[src/rtl/lane_pkg.sv]
// Shared definitions for the byte-lane sequencer: widths, size encodings, FSM states
// and the size-to-byte-count helper.
package lane_pkg;

    localparam int dataWidth    = 8;
    localparam int addressWidth = 32;
    localparam int wordBytes    = 4;

    localparam logic [1:0] SZ_BYTE = 2'b00;
    localparam logic [1:0] SZ_HALF = 2'b01;
    localparam logic [1:0] SZ_WORD = 2'b10;

    typedef enum logic [1:0] {
        IDLE,
        XFER,
        RESP
    } laneState_t;

    // Encoding 2'b11 is an alias for a word access.
    function automatic logic [2:0] size_to_nbytes(input logic [1:0] size);
        case (size)
            SZ_BYTE: return 3'd1;
            SZ_HALF: return 3'd2;
            default: return 3'd4;
        endcase
    endfunction

endpackage

[src/rtl/byte_lane_sequencer_if.sv]
// Core request/response and byte-memory signals of the sequencer, bundled in one interface.
interface byte_lane_sequencer_if;
    import lane_pkg::*;

    logic                     reqValid;
    logic                     reqReady;
    logic                     reqWrite;
    logic [1:0]               reqSize;
    logic                     reqSigned;
    logic [addressWidth-1:0]  reqAddr;
    logic [8*wordBytes-1:0]   reqWData;
    logic                     rspValid;
    logic [8*wordBytes-1:0]   rspRData;
    logic                     memWrite;
    logic [addressWidth-1:0]  memAddr;
    logic [dataWidth-1:0]     memWData;
    logic [dataWidth-1:0]     memRData;

    // The master side plays both the core and the memory.
    modport master (
        output reqValid, reqWrite, reqSize, reqSigned, reqAddr, reqWData, memRData,
        input  reqReady, rspValid, rspRData, memWrite, memAddr, memWData
    );

    modport slave (
        input  reqValid, reqWrite, reqSize, reqSigned, reqAddr, reqWData, memRData,
        output reqReady, rspValid, rspRData, memWrite, memAddr, memWData
    );

endinterface

[src/rtl/load_extend.sv]
// Sign- or zero-extends a 1/2/4-byte little-endian load value to a full 32-bit word.
module load_extend (
    input  logic [31:0] raw,
    input  logic [2:0]  nBytes,
    input  logic        isSigned,
    output logic [31:0] extended
);

    always_comb begin
        case (nBytes)
            3'd1:    extended = {{24{isSigned & raw[7]}}, raw[7:0]};
            3'd2:    extended = {{16{isSigned & raw[15]}}, raw[15:0]};
            default: extended = raw;
        endcase
    end

endmodule

[src/rtl/byte_lane_sequencer.sv]
// Splits byte/half/word loads and stores into sequential single-byte memory accesses
// (little-endian) and returns extended load data to the core.
module byte_lane_sequencer
    import lane_pkg::*;
(
    input  logic clk,
    input  logic rstN,
    byte_lane_sequencer_if.slave bus
);

    laneState_t             state;
    laneState_t             stateNext;
    logic [1:0]             cnt;
    logic [2:0]             nBytesQ;
    logic                   writeQ;
    logic                   signedQ;
    logic [8*wordBytes-1:0] wdataQ;
    logic [8*wordBytes-1:0] rdataQ;
    logic [8*wordBytes-1:0] rdataMerged;
    logic [8*wordBytes-1:0] extended;
    logic                   accept;
    logic                   lastByte;

    assign bus.reqReady = (state == IDLE) && rstN;
    assign accept       = bus.reqValid && bus.reqReady;
    assign lastByte     = (state == XFER) && ({1'b0, cnt} == nBytesQ - 3'd1);

    always_ff @(posedge clk or negedge rstN) begin
        if (!rstN) begin
            state <= IDLE;
        end else begin
            state <= stateNext;
        end
    end

    always_comb begin
        stateNext = state;
        case (state)
            IDLE:    if (accept) stateNext = XFER;
            XFER:    if (lastByte) stateNext = RESP;
            RESP:    stateNext = IDLE;
            default: stateNext = IDLE;
        endcase
    end

    // The final load byte is merged in here so the response can be formed on the same edge.
    always_comb begin
        rdataMerged = rdataQ;
        if (!writeQ) begin
            rdataMerged[{cnt, 3'b000} +: 8] = bus.memRData;
        end
    end

    load_extend extendUnit (
        .raw     (rdataMerged),
        .nBytes  (nBytesQ),
        .isSigned(signedQ),
        .extended(extended)
    );

    // Memory outputs are registered and pre-loaded one cycle ahead of each byte slot,
    // so the level-sensitive write strobe never sees decode glitches.
    always_ff @(posedge clk or negedge rstN) begin
        if (!rstN) begin
            cnt          <= '0;
            nBytesQ      <= '0;
            writeQ       <= 1'b0;
            signedQ      <= 1'b0;
            wdataQ       <= '0;
            rdataQ       <= '0;
            bus.rspValid <= 1'b0;
            bus.rspRData <= '0;
            bus.memWrite <= 1'b0;
            bus.memAddr  <= '0;
            bus.memWData <= '0;
        end else begin
            bus.rspValid <= 1'b0;
            if (accept) begin
                cnt          <= '0;
                nBytesQ      <= size_to_nbytes(bus.reqSize);
                writeQ       <= bus.reqWrite;
                signedQ      <= bus.reqSigned;
                wdataQ       <= bus.reqWData;
                rdataQ       <= '0;
                bus.memWrite <= bus.reqWrite;
                bus.memAddr  <= bus.reqAddr;
                bus.memWData <= bus.reqWData[7:0];
            end else if (state == XFER) begin
                rdataQ <= rdataMerged;
                if (lastByte) begin
                    bus.memWrite <= 1'b0;
                    bus.rspValid <= 1'b1;
                    bus.rspRData <= writeQ ? '0 : extended;
                end else begin
                    cnt          <= cnt + 2'd1;
                    bus.memAddr  <= bus.memAddr + 1'b1;
                    bus.memWData <= wdataQ[{cnt + 2'd1, 3'b000} +: 8];
                end
            end
        end
    end

endmodule

[src/flat_wrapper.sv]
// flat-port wrapper written by rule: the top's interface ports become plain ports
module byte_lane_sequencer_flat import lane_pkg::*;
  (clk, rstN, bus_reqValid, bus_reqWrite, bus_reqSize, bus_reqSigned, bus_reqAddr, bus_reqWData, bus_memRData, bus_reqReady, bus_rspValid, bus_rspRData, bus_memWrite, bus_memAddr, bus_memWData);
  byte_lane_sequencer_if bus_i ();
  input  logic clk;
  input  logic rstN;
  input wire logic [$bits(bus_i.reqValid)-1:0] bus_reqValid;
  input wire logic [$bits(bus_i.reqWrite)-1:0] bus_reqWrite;
  input wire logic [$bits(bus_i.reqSize)-1:0] bus_reqSize;
  input wire logic [$bits(bus_i.reqSigned)-1:0] bus_reqSigned;
  input wire logic [$bits(bus_i.reqAddr)-1:0] bus_reqAddr;
  input wire logic [$bits(bus_i.reqWData)-1:0] bus_reqWData;
  input wire logic [$bits(bus_i.memRData)-1:0] bus_memRData;
  output wire logic [$bits(bus_i.reqReady)-1:0] bus_reqReady;
  output wire logic [$bits(bus_i.rspValid)-1:0] bus_rspValid;
  output wire logic [$bits(bus_i.rspRData)-1:0] bus_rspRData;
  output wire logic [$bits(bus_i.memWrite)-1:0] bus_memWrite;
  output wire logic [$bits(bus_i.memAddr)-1:0] bus_memAddr;
  output wire logic [$bits(bus_i.memWData)-1:0] bus_memWData;
  assign bus_i.reqValid = bus_reqValid;
  assign bus_i.reqWrite = bus_reqWrite;
  assign bus_i.reqSize = bus_reqSize;
  assign bus_i.reqSigned = bus_reqSigned;
  assign bus_i.reqAddr = bus_reqAddr;
  assign bus_i.reqWData = bus_reqWData;
  assign bus_i.memRData = bus_memRData;
  assign bus_reqReady = bus_i.reqReady;
  assign bus_rspValid = bus_i.rspValid;
  assign bus_rspRData = bus_i.rspRData;
  assign bus_memWrite = bus_i.memWrite;
  assign bus_memAddr = bus_i.memAddr;
  assign bus_memWData = bus_i.memWData;
  byte_lane_sequencer u_core (.clk(clk), .rstN(rstN), .bus(bus_i));
endmodule
[config.mk]
export PLATFORM = sky130hd
export DESIGN_NAME = byte_lane_sequencer_flat
export DESIGN_NICKNAME = d
export VERILOG_FILES = /design/src/rtl/lane_pkg.sv /design/src/rtl/byte_lane_sequencer_if.sv /design/src/rtl/load_extend.sv /design/src/rtl/byte_lane_sequencer.sv /design/src/flat_wrapper.sv
export SDC_FILE = /design/constraint.sdc
export NUM_CORES = 1
export LEC_CHECK = 0
export CORE_MARGIN = 3
export CORE_UTILIZATION = 29
export CTS_BUF_LIST = sky130_fd_sc_hd__clkbuf_8 sky130_fd_sc_hd__clkbuf_16
export DETAILED_ROUTE_END_ITERATION = 10
export GPL_TIMING_DRIVEN = 0
export PLACE_DENSITY_LB_ADDON = 0.08
export SYNTH_ARGS = -nofsm -noshare
export SYNTH_HDL_FRONTEND = slang
export SYNTH_SLANG_ARGS = --single-unit
[constraint.sdc]
create_clock -name clk -period 4.7 [get_ports clk]
set_clock_uncertainty 0.15 [all_clocks]
set_input_delay 0.94 -clock clk [delete_from_list [all_inputs] [get_ports clk]]
set_output_delay 0.94 -clock clk [all_outputs]
set_load 0.05 [all_outputs]
## Word-level counts from Yosys, hierarchy flattened

Cells that the tools add are included.
W data, S select, Z words.

- Output and inout bits: 75
- Input port bits: 79
- Logic and storage cells: 66
- Flip-flop bits (word level): 147

- Equal/unequal tests: 8
- Bitwise logic cells: 3
- Reductions and logical operators: 11
- Shifts and indexed selects: 3
- Add/subtract/negate cells: 4
- Multiplexer cells: 25

Operator list:

| operator | count |
|---|---|
| $mux W32 | 7 |
| $pmux W32 S2 | 1 |
| $add A32 B1 Y32 const B | 1 |
| $bwmux W32 | 1 |
| $shift A8 B7 Y32 const A | 1 |
| $shiftx A32 B6 Y8 | 1 |
| $shiftx A8 B7 Y32 | 1 |
| $mux W8 | 3 |
| $mux W2 | 5 |
| $neg A5 Y7 | 1 |
| $mux W1 | 6 |
| $ne A2 B1 Y1 const B | 3 |
| $pmux W3 S2 | 1 |
| $reduce_and A2 Y1 | 3 |
| $eq A2 B1 Y1 const B | 2 |
| $logic_not A2 Y1 | 2 |
| $pmux W2 S2 | 1 |
| $reduce_bool A2 Y1 | 2 |
| $eq A2 B3 Y1 | 1 |
| $eq A3 B1 Y1 const B | 1 |
| $eq A3 B2 Y1 const B | 1 |
| $logic_and A1 B1 Y1 | 3 |
| $reduce_and A3 Y1 | 1 |
| $sub A3 B1 Y3 const B | 1 |
| 3 further kinds | 4 |

## Logic depth before layout (Yosys ltp)

- Word-level depth: 7
- Gate-level depth with buffers: 10
- Gate-level depth less buffers: 7

## Modules after synthesis

From an unflattened synthesis, not the netlist that was laid out.

- Cell total of the unflattened synthesis: 765
- Area, all modules: 7617.3 µm²

By module, submodules not included:

| module | sequential area each (µm²) | cells each | area each (µm²) | times used |
|---|---|---|---|---|
| byte_lane_sequencer | 3678.5 | 721 | 7268.2 | 1 |
| load_extend | 0.0 | 44 | 349.1 | 1 |

## Worst setup path after synthesis

OpenSTA, ideal clock, no wires.

- Kind: in2reg
- Start point: input rstN
- End point: register u_core.bus.memAddr[8]
- Required time: 4461 ps
- Library setup time: 89 ps
- Arrival time: 3105 ps
- Setup slack: 1355 ps
- Path buffers: 2
- Stages: 6
- Cell sequence: nor3b_1 -> and2_1 -> buf_2 -> buf_1 -> nand2_1 -> o211ai_1

- Word-level cells in the longest chain between the ends: 4
- Elaborated cells on any way between the ends: 6
- Those cells by class: 1 x eq/ne; 1 x mux; 4 x reduce/logical

RTL lines:

| what | RTL line | RTL |
|---|---|---|
| from (decl) | flat_wrapper.sv:6 | `input logic rstN;` |
| $logic_and A1 B1 Y1 (*) | byte_lane_sequencer.sv:24 | `assign bus.reqReady = (state == IDLE) && rstN;` |
| $logic_and A1 B1 Y1 (*) | byte_lane_sequencer.sv:25 | `assign accept = bus.reqValid && bus.reqReady;` |
| $ne A2 B1 Y1 (no source line) / $reduce_bool A2 Y1 (equally long branches) | -- |  |
| $reduce_and A2 Y1 (no source line) | -- |  |
| to (signal assigned) | byte_lane_sequencer.sv:86 | `bus.memAddr <= bus.reqAddr;` |
| to (signal assigned) | byte_lane_sequencer.sv:96 | `bus.memAddr <= bus.memAddr + 1'b1;` |
| to (decl) | byte_lane_sequencer_if.sv:27 | `output reqReady, rspValid, rspRData, memWrite, memAddr, memWData` |

Every way passes the cells marked *; elsewhere a longest branch is shown, timed or not.
A chain may end at the register's enable or synchronous reset.

## Worst setup path after layout

- Start point: input rstN
- End point: output bus_reqReady

- Word-level cells in the longest chain between the ends: 1

RTL lines:

| what | RTL line | RTL |
|---|---|---|
| $logic_and A1 B1 Y1 | byte_lane_sequencer.sv:24 |  |
| to (decl) | flat_wrapper.sv:14 | `output wire logic [$bits(bus_i.reqReady)-1:0] bus_reqReady;` |

Every way passes these cells.

==> out/qor.yml <==
final_common_cell: "nand2_1"
port_buffers: 153
place_hpwl_um: 16290
drc: 0
drive_gt1_share_pct: 8.921
hold_path_class: "in2async"
rsz0062_at_grt: "no"
crit_fanout: 89
tritoncts: "done"
syn-num-nets: 810
cts_root_buf: "clkbuf_16"
grt_pass1_vias: 6270
reg2reg_to: "u_core.bus.rspRData[17]"
rr_worst_depth: 10
ant_nets: 0
start_util_pct: 29.59
timing.final.crit_share_pct: 92.91
avgSynthCellArea_um2: 9.968
async_flop_share_pct: 100.0
r2r_setup_slack_ns: 1.91
synthFlopType: "dfrtp_1"
critPathLaunchType: "input pin"
path_class: "in2out"
ys_seq_area_share_pct: 51.11
layout_min_cycle_time_ns: 4.367
fin_nets: 983
syn_inst: 722
cts.repair.resized: 0
vias_per_cell: 5.016
grt_max_degree: 90
totalWireLength_um: 23060
drtIter0Drc: 411
cts.path.max_buffers: 2
n_antenna_cell: 0
setup_viol: 0
dp.cells: 1200
core_area_um2: 24320
place_congestion: 0.7993
areaGrowthSynthToFinish_pct: 35.83
wl_per_cell_um: 18.72
utilization_pct: 40.20
crit_end: "bus_reqReady"
synth-seq-cells: 147
core.rowCount: 57
timing.rr.start: "u_core.cnt[0]"
relSlewSlack_pct: 46.17
worstSetupStartpoint: "rstN"
vdd_drop_max_uv: 302.4
cp.arrival_ns: 3.28
postCtsSetupBuffers: 0
path_clk_slew_ns: 0.06
netlist_area_um2: 7197
layout_common_cells: "153 x nand2_1, 152 x clkdlybuf4s50_1, 147 x dfrtp_1, 40 x a22o_1, 32 x o21ai_1"
p_leak_nw: 4.190
synth_edf_count: 0
ys_types: 55
dr.pass1.iters: 5
powerDensity_nw_per_um2: 758.5
synth_warnings: 0
io_pins: 154
pre_cts_ws_ns: 0.2081
design_area_um2: 9776
vias: 6180
fin_cells: 1232
grt_pass1_wl_um: 36620
cap_violations: 0
antenna_found_initial: 1
placed_cell_area_um2: 9166
status: "completed"
hold_viol: 0
h-tree-depth: 4
endpoint_kind: "primary output"
dieHeight_um: 163.5
cts_buffers: 17
clk_latency_ns: 0.42
cp.required_ns: 3.61
die-area_um2: 26740
track_usage_pct: 17.72
setup_ws_ns: 0.3332
cts_sinks: 147
tightest_slew_ns: 0.8057
slew_viol_final: 0
cts_hold_buf: 0
max_freq_ghz: 0.2290
dieWidth_um: 163.5
gr-total-overflow: 0
metrics by stage:
stage / TNS, ns / hold slack, ns / power [mW]
2_1_floorplan: 0 / 0.2903 / 4.731
3_3_place_gp: -1065.02 / 0.3079 / 6.027
3_5_place_dp: 0 / 0.3072 / 6.041
4_1_cts: 0 / 0.3098 / 7.497
5_1_grt: 0 / 0.3127 / 7.896
6_report: 0 / 0.2962 / 7.415
report_power, final:
part	switching (mW)	internal (mW)	leakage, nW
Sequential	0.432	1.78	1.93
Clock	0.614	0.811	0.295
Combinational	2.43	1.35	1.97
metal layers:
metal / part of all wire (%) / global-route usage [%] / wire [µm] / up-vias
met2: 47 / 27.98 / 10890 / 172
li1: - / - / - / 2957
met4: 0.41 / 3.076 / 94 / 2
met5: 0.056 / 0 / 13 / -
met1: 47 / 25.13 / 10900 / 3043
met3: 5.0 / 4.235 / 1160 / 6
kinds of logic (layout without fill, tap and decap cells):
family	count (synthesis)	after routing	synth area share [%]
adder cells (fa/ha/maj)	9	9	1.565
XOR/XNOR	13	13	2.052
flip-flops	147	147	51.11
buffers and inverters	61	247	3.842
AND/OR/NAND/NOR	280	280	18.65
multiplexers	20	20	4.172
AO/OA/AOI/OAI	192	192	18.60
layout make-up:
type	instances	area, µm²
fill	2414	14540
clock inverter	15	183.9
tap	324	405.4
multi-input combinational	514	3242
inverter	12	45.04
timing repair buffer	154	1564
clock buffer	17	425.4
sequential	147	3679
buffer	49	231.5
how the worst min path moves through the flow:
stage,from,to,cells after the start
floorplan,u_core.wdataQ[24],u_core.wdataQ[24],2
global placement,u_core.wdataQ[12],u_core.wdataQ[12],2
detailed placement,u_core.wdataQ[21],u_core.wdataQ[21],2
CTS,rstN,u_core.bus.rspRData[18],1
global route,rstN,u_core.bus.rspRData[18],1
finish,rstN,u_core.bus.rspRData[18],1
flip-flops by register name, indices dropped and copies added, names as in the netlist:
register and count:
u_core.bus.rspValid 1, u_core.cnt 2, u_core.wdataQ 32, u_core.signedQ 1, u_core.bus.memWrite 1, u_core.writeQ 1
u_core.state 2, u_core.bus.memAddr 32, u_core.bus.rspRData 32, u_core.nBytesQ 3, u_core.rdataQ 32, u_core.bus.memWData 8
cells in the mapped netlist, drive strengths merged (6+ instances only):
cell type | count | area share (%)
a31oi | 9 | 0.99
nor2b | 11 | 0.96
ha | 9 | 1.6
a21oi | 14 | 0.97
inv | 12 | 0.63
o211ai | 6 | 0.63
nand4 | 14 | 1.4
mux2i | 12 | 1.7
o21ai | 63 | 4.4
nor2 | 28 | 1.5
nand2b | 7 | 0.61
mux4 | 8 | 2.5
dfrtp | 147 | 51
and2 | 8 | 0.70
o31ai | 9 | 0.94
buf | 24 | 1.9
o311ai | 10 | 1.2
a22oi | 27 | 2.8
nand2 | 153 | 8.0
xor2 | 10 | 1.6
a22o | 40 | 4.9
nand3 | 31 | 2.3
clkbuf | 25 | 1.3
worst max-delay path: stages:
cell and delay, ns:
buf_8 0.36, buf_16 0.40, nor3b_1 0.57, clkdlybuf4s50_1 0.92
Note: power is estimated with default switching activity, not from simulation.
